===== src/rtl/sram_arbiter_if.sv =====
// Request/response and SRAM bus bundle for the two-requester SRAM arbiter.
// The arbiter connects through the slave modport; requesters and the SRAM side use master.
interface sram_arbiter_if #(
    parameter int addr_width = 18,
    parameter int data_width = 16
);
    logic                  req_valid_0;
    logic                  req_valid_1;
    logic                  req_write_0;
    logic                  req_write_1;
    logic [addr_width-1:0] req_addr_0;
    logic [addr_width-1:0] req_addr_1;
    logic [data_width-1:0] req_wdata_0;
    logic [data_width-1:0] req_wdata_1;
    logic                  req_ready_0;
    logic                  req_ready_1;
    logic                  rsp_valid_0;
    logic                  rsp_valid_1;
    logic [data_width-1:0] rsp_rdata;
    logic [addr_width-1:0] sram_addr;
    logic [data_width-1:0] sram_wdata;
    logic                  sram_data_oe;
    logic [data_width-1:0] sram_rdata;
    logic                  sram_ce_n;
    logic                  sram_we_n;
    logic                  sram_oe_n;

    modport slave (
        input  req_valid_0, req_valid_1, req_write_0, req_write_1,
        input  req_addr_0, req_addr_1, req_wdata_0, req_wdata_1, sram_rdata,
        output req_ready_0, req_ready_1, rsp_valid_0, rsp_valid_1, rsp_rdata,
        output sram_addr, sram_wdata, sram_data_oe, sram_ce_n, sram_we_n, sram_oe_n
    );

    modport master (
        output req_valid_0, req_valid_1, req_write_0, req_write_1,
        output req_addr_0, req_addr_1, req_wdata_0, req_wdata_1, sram_rdata,
        input  req_ready_0, req_ready_1, rsp_valid_0, rsp_valid_1, rsp_rdata,
        input  sram_addr, sram_wdata, sram_data_oe, sram_ce_n, sram_we_n, sram_oe_n
    );
endinterface


===== src/rtl/sram_arbiter.sv =====
// Round-robin arbiter sharing one asynchronous SRAM between two requesters.
// Each access: IDLE (grant) -> ACCESS for wait_cycles cycles -> DONE (turnaround + response).
module sram_arbiter #(
    parameter int addr_width  = 18,
    parameter int data_width  = 16,
    parameter int wait_cycles = 2
) (
    input  logic         clk,
    input  logic         rst_n,
    sram_arbiter_if.slave bus
);
    typedef enum logic [1:0] {IDLE, ACCESS, DONE} state_t;

    state_t                state_q, state_d;
    logic [3:0]            cnt_q, cnt_d;
    logic                  last_grant_q, last_grant_d;
    logic                  id_q, id_d;
    logic                  write_q, write_d;
    logic [addr_width-1:0] addr_q, addr_d;
    logic [data_width-1:0] wdata_q, wdata_d;
    logic [data_width-1:0] rdata_q, rdata_d;

    logic any_valid;
    logic grant_id;
    logic accept;

    // On a tie the requester that did not win last time is chosen.
    assign any_valid = bus.req_valid_0 | bus.req_valid_1;
    assign grant_id  = (bus.req_valid_0 & bus.req_valid_1) ? ~last_grant_q : bus.req_valid_1;
    assign accept    = (state_q == IDLE) & any_valid;

    always_ff @(posedge clk or negedge rst_n) begin
        if (!rst_n) begin
            state_q      <= IDLE;
            cnt_q        <= '0;
            last_grant_q <= 1'b1;
            id_q         <= 1'b0;
            write_q      <= 1'b0;
            addr_q       <= '0;
            wdata_q      <= '0;
            rdata_q      <= '0;
        end else begin
            state_q      <= state_d;
            cnt_q        <= cnt_d;
            last_grant_q <= last_grant_d;
            id_q         <= id_d;
            write_q      <= write_d;
            addr_q       <= addr_d;
            wdata_q      <= wdata_d;
            rdata_q      <= rdata_d;
        end
    end

    always_comb begin
        state_d      = state_q;
        cnt_d        = cnt_q;
        last_grant_d = last_grant_q;
        id_d         = id_q;
        write_d      = write_q;
        addr_d       = addr_q;
        wdata_d      = wdata_q;
        rdata_d      = rdata_q;
        case (state_q)
            IDLE: begin
                if (accept) begin
                    state_d      = ACCESS;
                    cnt_d        = 4'(wait_cycles);
                    last_grant_d = grant_id;
                    id_d         = grant_id;
                    write_d      = grant_id ? bus.req_write_1 : bus.req_write_0;
                    addr_d       = grant_id ? bus.req_addr_1  : bus.req_addr_0;
                    wdata_d      = grant_id ? bus.req_wdata_1 : bus.req_wdata_0;
                end
            end
            ACCESS: begin
                cnt_d = cnt_q - 4'd1;
                // Last strobe cycle: read data is sampled while oe_n is still low.
                if (cnt_q == 4'd1) begin
                    state_d = DONE;
                    if (!write_q) begin
                        rdata_d = bus.sram_rdata;
                    end
                end
            end
            DONE:    state_d = IDLE;
            default: state_d = IDLE;
        endcase
    end

    always_comb begin
        bus.req_ready_0  = rst_n & accept & ~grant_id;
        bus.req_ready_1  = rst_n & accept & grant_id;
        bus.rsp_valid_0  = 1'b0;
        bus.rsp_valid_1  = 1'b0;
        bus.sram_ce_n    = 1'b1;
        bus.sram_we_n    = 1'b1;
        bus.sram_oe_n    = 1'b1;
        bus.sram_data_oe = 1'b0;
        case (state_q)
            ACCESS: begin
                bus.sram_ce_n = 1'b0;
                if (write_q) begin
                    bus.sram_we_n    = 1'b0;
                    bus.sram_data_oe = 1'b1;
                end else begin
                    bus.sram_oe_n = 1'b0;
                end
            end
            DONE: begin
                bus.rsp_valid_0 = ~id_q;
                bus.rsp_valid_1 = id_q;
            end
            default: ;
        endcase
    end

    assign bus.sram_addr  = addr_q;
    assign bus.sram_wdata = wdata_q;
    assign bus.rsp_rdata  = rdata_q;
endmodule


===== src/flat_wrapper.sv =====
// flat-port wrapper written by rule: the top's interface ports become plain ports
module sram_arbiter_flat 
#(
    parameter int addr_width  = 18,
    parameter int data_width  = 16,
    parameter int wait_cycles = 2
)
  (clk, rst_n, bus_req_valid_0, bus_req_valid_1, bus_req_write_0, bus_req_write_1, bus_req_addr_0, bus_req_addr_1, bus_req_wdata_0, bus_req_wdata_1, bus_sram_rdata, bus_req_ready_0, bus_req_ready_1, bus_rsp_valid_0, bus_rsp_valid_1, bus_rsp_rdata, bus_sram_addr, bus_sram_wdata, bus_sram_data_oe, bus_sram_ce_n, bus_sram_we_n, bus_sram_oe_n);
  sram_arbiter_if #(.addr_width(addr_width), .data_width(data_width)) bus_i ();
  input  logic clk;
  input  logic rst_n;
  input wire logic [$bits(bus_i.req_valid_0)-1:0] bus_req_valid_0;
  input wire logic [$bits(bus_i.req_valid_1)-1:0] bus_req_valid_1;
  input wire logic [$bits(bus_i.req_write_0)-1:0] bus_req_write_0;
  input wire logic [$bits(bus_i.req_write_1)-1:0] bus_req_write_1;
  input wire logic [$bits(bus_i.req_addr_0)-1:0] bus_req_addr_0;
  input wire logic [$bits(bus_i.req_addr_1)-1:0] bus_req_addr_1;
  input wire logic [$bits(bus_i.req_wdata_0)-1:0] bus_req_wdata_0;
  input wire logic [$bits(bus_i.req_wdata_1)-1:0] bus_req_wdata_1;
  input wire logic [$bits(bus_i.sram_rdata)-1:0] bus_sram_rdata;
  output wire logic [$bits(bus_i.req_ready_0)-1:0] bus_req_ready_0;
  output wire logic [$bits(bus_i.req_ready_1)-1:0] bus_req_ready_1;
  output wire logic [$bits(bus_i.rsp_valid_0)-1:0] bus_rsp_valid_0;
  output wire logic [$bits(bus_i.rsp_valid_1)-1:0] bus_rsp_valid_1;
  output wire logic [$bits(bus_i.rsp_rdata)-1:0] bus_rsp_rdata;
  output wire logic [$bits(bus_i.sram_addr)-1:0] bus_sram_addr;
  output wire logic [$bits(bus_i.sram_wdata)-1:0] bus_sram_wdata;
  output wire logic [$bits(bus_i.sram_data_oe)-1:0] bus_sram_data_oe;
  output wire logic [$bits(bus_i.sram_ce_n)-1:0] bus_sram_ce_n;
  output wire logic [$bits(bus_i.sram_we_n)-1:0] bus_sram_we_n;
  output wire logic [$bits(bus_i.sram_oe_n)-1:0] bus_sram_oe_n;
  assign bus_i.req_valid_0 = bus_req_valid_0;
  assign bus_i.req_valid_1 = bus_req_valid_1;
  assign bus_i.req_write_0 = bus_req_write_0;
  assign bus_i.req_write_1 = bus_req_write_1;
  assign bus_i.req_addr_0 = bus_req_addr_0;
  assign bus_i.req_addr_1 = bus_req_addr_1;
  assign bus_i.req_wdata_0 = bus_req_wdata_0;
  assign bus_i.req_wdata_1 = bus_req_wdata_1;
  assign bus_i.sram_rdata = bus_sram_rdata;
  assign bus_req_ready_0 = bus_i.req_ready_0;
  assign bus_req_ready_1 = bus_i.req_ready_1;
  assign bus_rsp_valid_0 = bus_i.rsp_valid_0;
  assign bus_rsp_valid_1 = bus_i.rsp_valid_1;
  assign bus_rsp_rdata = bus_i.rsp_rdata;
  assign bus_sram_addr = bus_i.sram_addr;
  assign bus_sram_wdata = bus_i.sram_wdata;
  assign bus_sram_data_oe = bus_i.sram_data_oe;
  assign bus_sram_ce_n = bus_i.sram_ce_n;
  assign bus_sram_we_n = bus_i.sram_we_n;
  assign bus_sram_oe_n = bus_i.sram_oe_n;
  sram_arbiter #(.addr_width(addr_width), .data_width(data_width), .wait_cycles(wait_cycles)) u_core (.clk(clk), .rst_n(rst_n), .bus(bus_i));
endmodule

===== config.mk =====
export PLATFORM = sky130hd
export DESIGN_NAME = sram_arbiter_flat
export DESIGN_NICKNAME = d
export VERILOG_FILES = /design/src/rtl/sram_arbiter_if.sv /design/src/rtl/sram_arbiter.sv /design/src/flat_wrapper.sv
export SDC_FILE = /design/constraint.sdc
export NUM_CORES = 1
export LEC_CHECK = 0
export CORE_MARGIN = 4
export CORE_UTILIZATION = 30
export CTS_CLUSTER_SIZE = 25
export DETAILED_ROUTE_END_ITERATION = 16
export MAX_ROUTING_LAYER = met4
export PLACE_DENSITY_LB_ADDON = 0.1
export SYNTH_ARGS = -nofsm -noshare
export SYNTH_HDL_FRONTEND = slang
export SYNTH_SLANG_ARGS = --single-unit

===== constraint.sdc =====
create_clock -name clk -period 2.85 [get_ports clk]
set_clock_uncertainty 0.2 [all_clocks]
set_input_delay 0.285 -clock clk [delete_from_list [all_inputs] [get_ports clk]]
set_output_delay 0.285 -clock clk [all_outputs]
set_load 0.1 [all_outputs]

## Word-level counts from Yosys, hierarchy flattened

Index checks and enable logic that the tools add are counted.

| operators by class | value |
|---|---|
| bitwise gates (word level) | 10 |
| reduce and logical (&&, ||, !) cells | 6 |
| equality and inequality tests | 5 |
| add/sub/neg operators | 1 |
| multiplexer cells | 17 |

Operators with widths:

| kind | count |
|---|---|
| 18-bit 2-to-1 mux | 1 |
| 16-bit 2-to-1 mux | 1 |
| 1-bit 2-to-1 mux | 10 |
| 4-bit one-hot mux with 2 select lines | 1 |
| 2-bit AND reduction | 3 |
| 1-bit AND | 5 |
| 4-bit by 1-bit equality test with 1-bit output, second input constant | 1 |
| 2-bit 2-to-1 mux | 2 |
| 4-bit 2-to-1 mux | 1 |
| 2-bit by 1-bit != test with 1-bit output, second input constant | 2 |
| 1-bit NOT | 4 |
| 2-bit one-hot mux with 2 select lines | 1 |
| 4-bit by 1-bit subtractor with 4-bit output, second input constant | 1 |
| 3-bit AND reduction | 1 |
| 2-bit by 1-bit equality test with 1-bit output, second input constant | 1 |
| 2-bit equality test, second input constant | 1 |
| 2-bit logical NOT | 1 |
| 2-bit nonzero test | 1 |
| 1-bit bitwise OR | 1 |

| word-level totals | value |
|---|---|
| flip-flop bits (word level) | 59 |
| output and inout port bits | 58 |

## Depth between registers and ports, before layout

| logic depth | value |
|---|---|
| depth after elaboration | 4 |
| mapped depth | 7 |
| mapped depth without buffers | 5 |

## Worst setup path after synthesis

OpenSTA, ideal clock, no wires.

| timing | value |
|---|---|
| path kind | register to output |
| start | register u_core.last_grant_q |
| end | output bus_req_ready_1 |
| setup slack | -1,752 ps |
| buffers on the path | 2 |
| stages on the path, launching flop included | 5 |
| arrival time | 4,117 ps |
| cells stage by stage | dfstp_2 > a21bo_2 > buf_2 > buf_1 > nor4b_1 |

| on the way | value |
|---|---|
| longest elaborated chain between the ends | 3 |

Ends and longest elaborated chain:

| item | RTL line | source |
|---|---|---|
| from (decl) | sram_arbiter.sv:16 | `logic last_grant_q, last_grant_d;` |
| from (signal assigned) | sram_arbiter.sv:45 | `last_grant_q <= last_grant_d;` |
| 1-bit NOT | sram_arbiter.sv:29 | `assign grant_id = (bus.req_valid_0 & bus.req_valid_1) ? ~last_grant_q : bus.req_valid_1;` |
| 1-bit 2-to-1 mux | sram_arbiter.sv:29 |  |
| 1-bit AND | sram_arbiter.sv:92 | `bus.req_ready_1 = rst_n & accept & grant_id;` |
| to (decl) | flat_wrapper.sv:22 | `output wire logic [$bits(bus_i.req_ready_1)-1:0] bus_req_ready_1;` |

Every way passes these cells.

## Final worst setup path

| timing | value |
|---|---|
| start | register u_core.last_grant_q |
| end | output bus_req_ready_0 |

| on the way | value |
|---|---|
| longest elaborated chain between the ends | 4 |

Ends and longest elaborated chain:

| item | RTL line | source |
|---|---|---|
| 1-bit NOT | sram_arbiter.sv:29 |  |
| 1-bit 2-to-1 mux | sram_arbiter.sv:29 |  |
| 1-bit NOT | sram_arbiter.sv:91 | `bus.req_ready_0 = rst_n & accept & ~grant_id;` |
| 1-bit AND | sram_arbiter.sv:91 |  |
| to (decl) | flat_wrapper.sv:21 | `output wire logic [$bits(bus_i.req_ready_0)-1:0] bus_req_ready_0;` |

Every way passes these cells.

==> key figures <==
Yosys
  – Predominant post-synthesis flop cell: sky130_fd_sc_hd__dfrtp_1
  – Yosys warning count: 0
  – Syn avg cell area: 14.3 sq um
  – Synthesized cell area: 2800 sq um
  – Synth area leader: sky130_fd_sc_hd__dfrtp_1
  – Number of enable-type register cells in the synthesized netlist: 0
  – Area share of the leading cell type in the synthesized netlist: 51.9%
  – Largest cells by area after synthesis: sky130_fd_sc_hd__dfrtp_1, sky130_fd_sc_hd__mux2_2, sky130_fd_sc_hd__mux2_4
  – Share of synthesized flip-flops with an asynchronous set or reset: 100%
  – Count of unique library cells instantiated by Yosys: 34
  – Post-synthesis sequential element count: 59
  – Sequential element share of the synthesized area: 52.8%
  – Net count after synthesis: 288
  – Post-Synthesis Cells: 196

Floorplanning
  – Core Footprint: 8890 sq um
  – Area of the die: 10900 sq um
  – Standard-cell rows: 34
  – Initial cell density of the core: 31.5%
  – DIE WIDTH: 105 microns
  – Die height: 105 microns
  – Number of I/O pins: 148

Clock tree
  – Cts-stage hold buffer count: 1
  – Worst-Skew Late Latency: 0.33 ns
  – Number of buffers created by CTS: 9
  – Num Clock Sinks: 59
  – Clock-pin slew on the worst setup and hold paths: 0.07 ns
  – Post-cts repair resize count: 0
  – Number of H-tree levels: 3
  – Clock tree from TritonCTS: built
  – Clock Tree Buf Depth: 2
  – Setup fix buffers added after clock tree synthesis: 0
  – Buffer cell driving the clock tree root: sky130_fd_sc_hd__clkbuf_8

Finish
  – Net count of the finished layout: 441
  – Fraction of the core area covered by cells at the end of the flow: 50.4%
  – Filler Cell Count: 802
  – Top library cells by usage in the layout, fill and taps aside: sky130_fd_sc_hd__clkdlybuf4s50_1, sky130_fd_sc_hd__mux2_2, sky130_fd_sc_hd__buf_4, sky130_fd_sc_hd__dfrtp_1, sky130_fd_sc_hd__mux2_4
  – Most common cell after layout, fill and taps aside: sky130_fd_sc_hd__clkdlybuf4s50_1
  – N_diodes: 0
  – Layout area overhead: 60.2%
  – Sequential Area: 1480 sq um
  – Proportion of layout cells with a drive suffix above 1: 48.3%
  – Area occupied by multi-input gates: 1260 sq um

Global routing
  – Initial antenna violation count: 0
  – Global-route wire length before repair: 11.4 mm
  – Grt ovf: 0
  – Global routing usage summed across all routing layers: 13.4%
  – Number of global-route vias before repair: 2217
  – Maximum number of pins on one net before global-route repair: 41

Drt
  – Number of vias per cell after detailed routing: 4.55
  – Antenna Nets Post-Route: 0
  – Remaining routing DRC violations: 0
  – Post-DR wirelength/cell: 15.3 microns
  – First-pass iteration count of the detailed router: 4
  – DRC violation total after the first TritonRoute iteration: 49
  – Final Routed Wirelength: 7.06 mm
  – Routed via count: 2101

STA
  – Setup violations, final: 0
  – Relative slew slack: 36.9%
  – Transition time at the pin with the least slew margin: 0.946 ns
  – Min cycle time layout: 2.65 ns
  – Part of the cycle the worst path needs: 92.9%
  – Peak Freq: 0.378 GHz
  – Final TNS setup: 0 ns
  – Unrepaired setup endpoints after global routing: no
  – Final Hold Fails: 0
  – Slew Limit Fails: 0

Placed design
  – # port buffers: 147
  – DP Wirelength: 5.33 mm
  – Routability congestion estimate from global placement: 0.751

Run status
  – Run status: complete, no violations

Setup path
  – WP data required: 2.37 ns
  – Worst EP arrival: 2.16 ns
  – Endpoint type of the worst setup path: output port
  – Worst setup path category: flop to output port
  – Startpoint type of the worst setup path: flop
  – Peak fanout along the critical path: 37

Flow run
  – Max-capacitance violation count: 0

Hold path
  – Worst min path class: primary input to asynchronous set/reset pin
-- sequential cells by signal, indices dropped and copies added (netlist names) --
| register | cells |
|---|---|
| u_core.bus.sram_addr | 18 |
| u_core.bus.rsp_rdata | 16 |
| u_core.bus.sram_wdata | 16 |
| u_core.cnt_q | 4 |
| u_core.state_q | 2 |
| u_core.id_q | 1 |
| u_core.last_grant_q | 1 |
| u_core.write_q | 1 |
-- layout make-up --
class / instances / share of cell area (%)
Multi-Input combinational cell: 121 / 28.0
Sequential cell: 59 / 33.0
Inverter: 5 / 0.474
Timing Repair Buffer: 153 / 31.4
Clock inverter: 5 / 1.20
Tap cell: 108 / 3.01
Clock buffer: 11 / 2.93
-- metal layers --
metal	GRT usage, %	vias to the layer above	routed length [microns]
met3	4.56	6	516
li1	-	1005	-
met2	21.4	85	3370
met4	3.94	0	55
met5	-	-	0
met1	16.3	1005	3120
-- through the flow --
stage	hold slack, ns	std cells	area (sq um)	setup slack (ns)
6_report	0.149	462	4480	0.202
3_3_place_gp	-0.0276	445	4290	0.249
2_1_floorplan	-0.211	196	2820	0.155
5_1_grt	0.143	462	4480	0.0375
4_1_cts	0.145	462	4480	0.149
3_5_place_dp	-0.0254	445	4290	0.241
-- Yosys cell counts (all sizes together) (2+ instances only) --
cell / number
mux2: 84
dfrtp: 58
buf: 9
inv: 5
a21oi: 4
nand2: 4
nand2b: 3
nor2: 3
and2: 2
clkbuf: 2
ha: 2
nor3b: 2
-- cells by family after synthesis --
| family | after synthesis | share of synthesized area, % |
|---|---|---|
| muxes | 85 | 35.5 |
| DFF | 59 | 52.8 |
| and+or+nand+nor | 21 | 4.34 |
| buffers and inverters | 16 | 3.22 |
| AOI/OAI and AO/OA | 12 | 2.95 |
| adders and majority gates | 2 | 0.894 |
| xor gates and xnor gates | 1 | 0.313 |
-- worst max-delay path, stage by stage (launching register included) --
cell and delay [ns]:
sky130_fd_sc_hd__dfstp_2 0.54, sky130_fd_sc_hd__a21bo_2 0.77, sky130_fd_sc_hd__and3_1 0.33, sky130_fd_sc_hd__buf_12 0.19
-- worst paths after layout --
kind | start | to | slack [ns] | cells past startpoint
setup / recovery | u_core.last_grant_q | bus_req_ready_0 | 0.20 | 3
min in group clk | u_core.bus.sram_wdata[2] | u_core.bus.sram_wdata[2] | 0.31 | 1
setup reg to reg | u_core.last_grant_q | u_core.bus.sram_wdata[7] | 0.53 | 3
hold / removal | rst_n | u_core.state_q[1] | 0.15 | 2
max in group asynchronous | rst_n | u_core.bus.rsp_rdata[12] | 1.52 | 3
hold reg to reg | u_core.bus.sram_wdata[2] | u_core.bus.sram_wdata[2] | 0.31 | 1
Power is not shown: default switching activity piles up to over one toggle a cycle in this logic, so the estimate is an artifact.
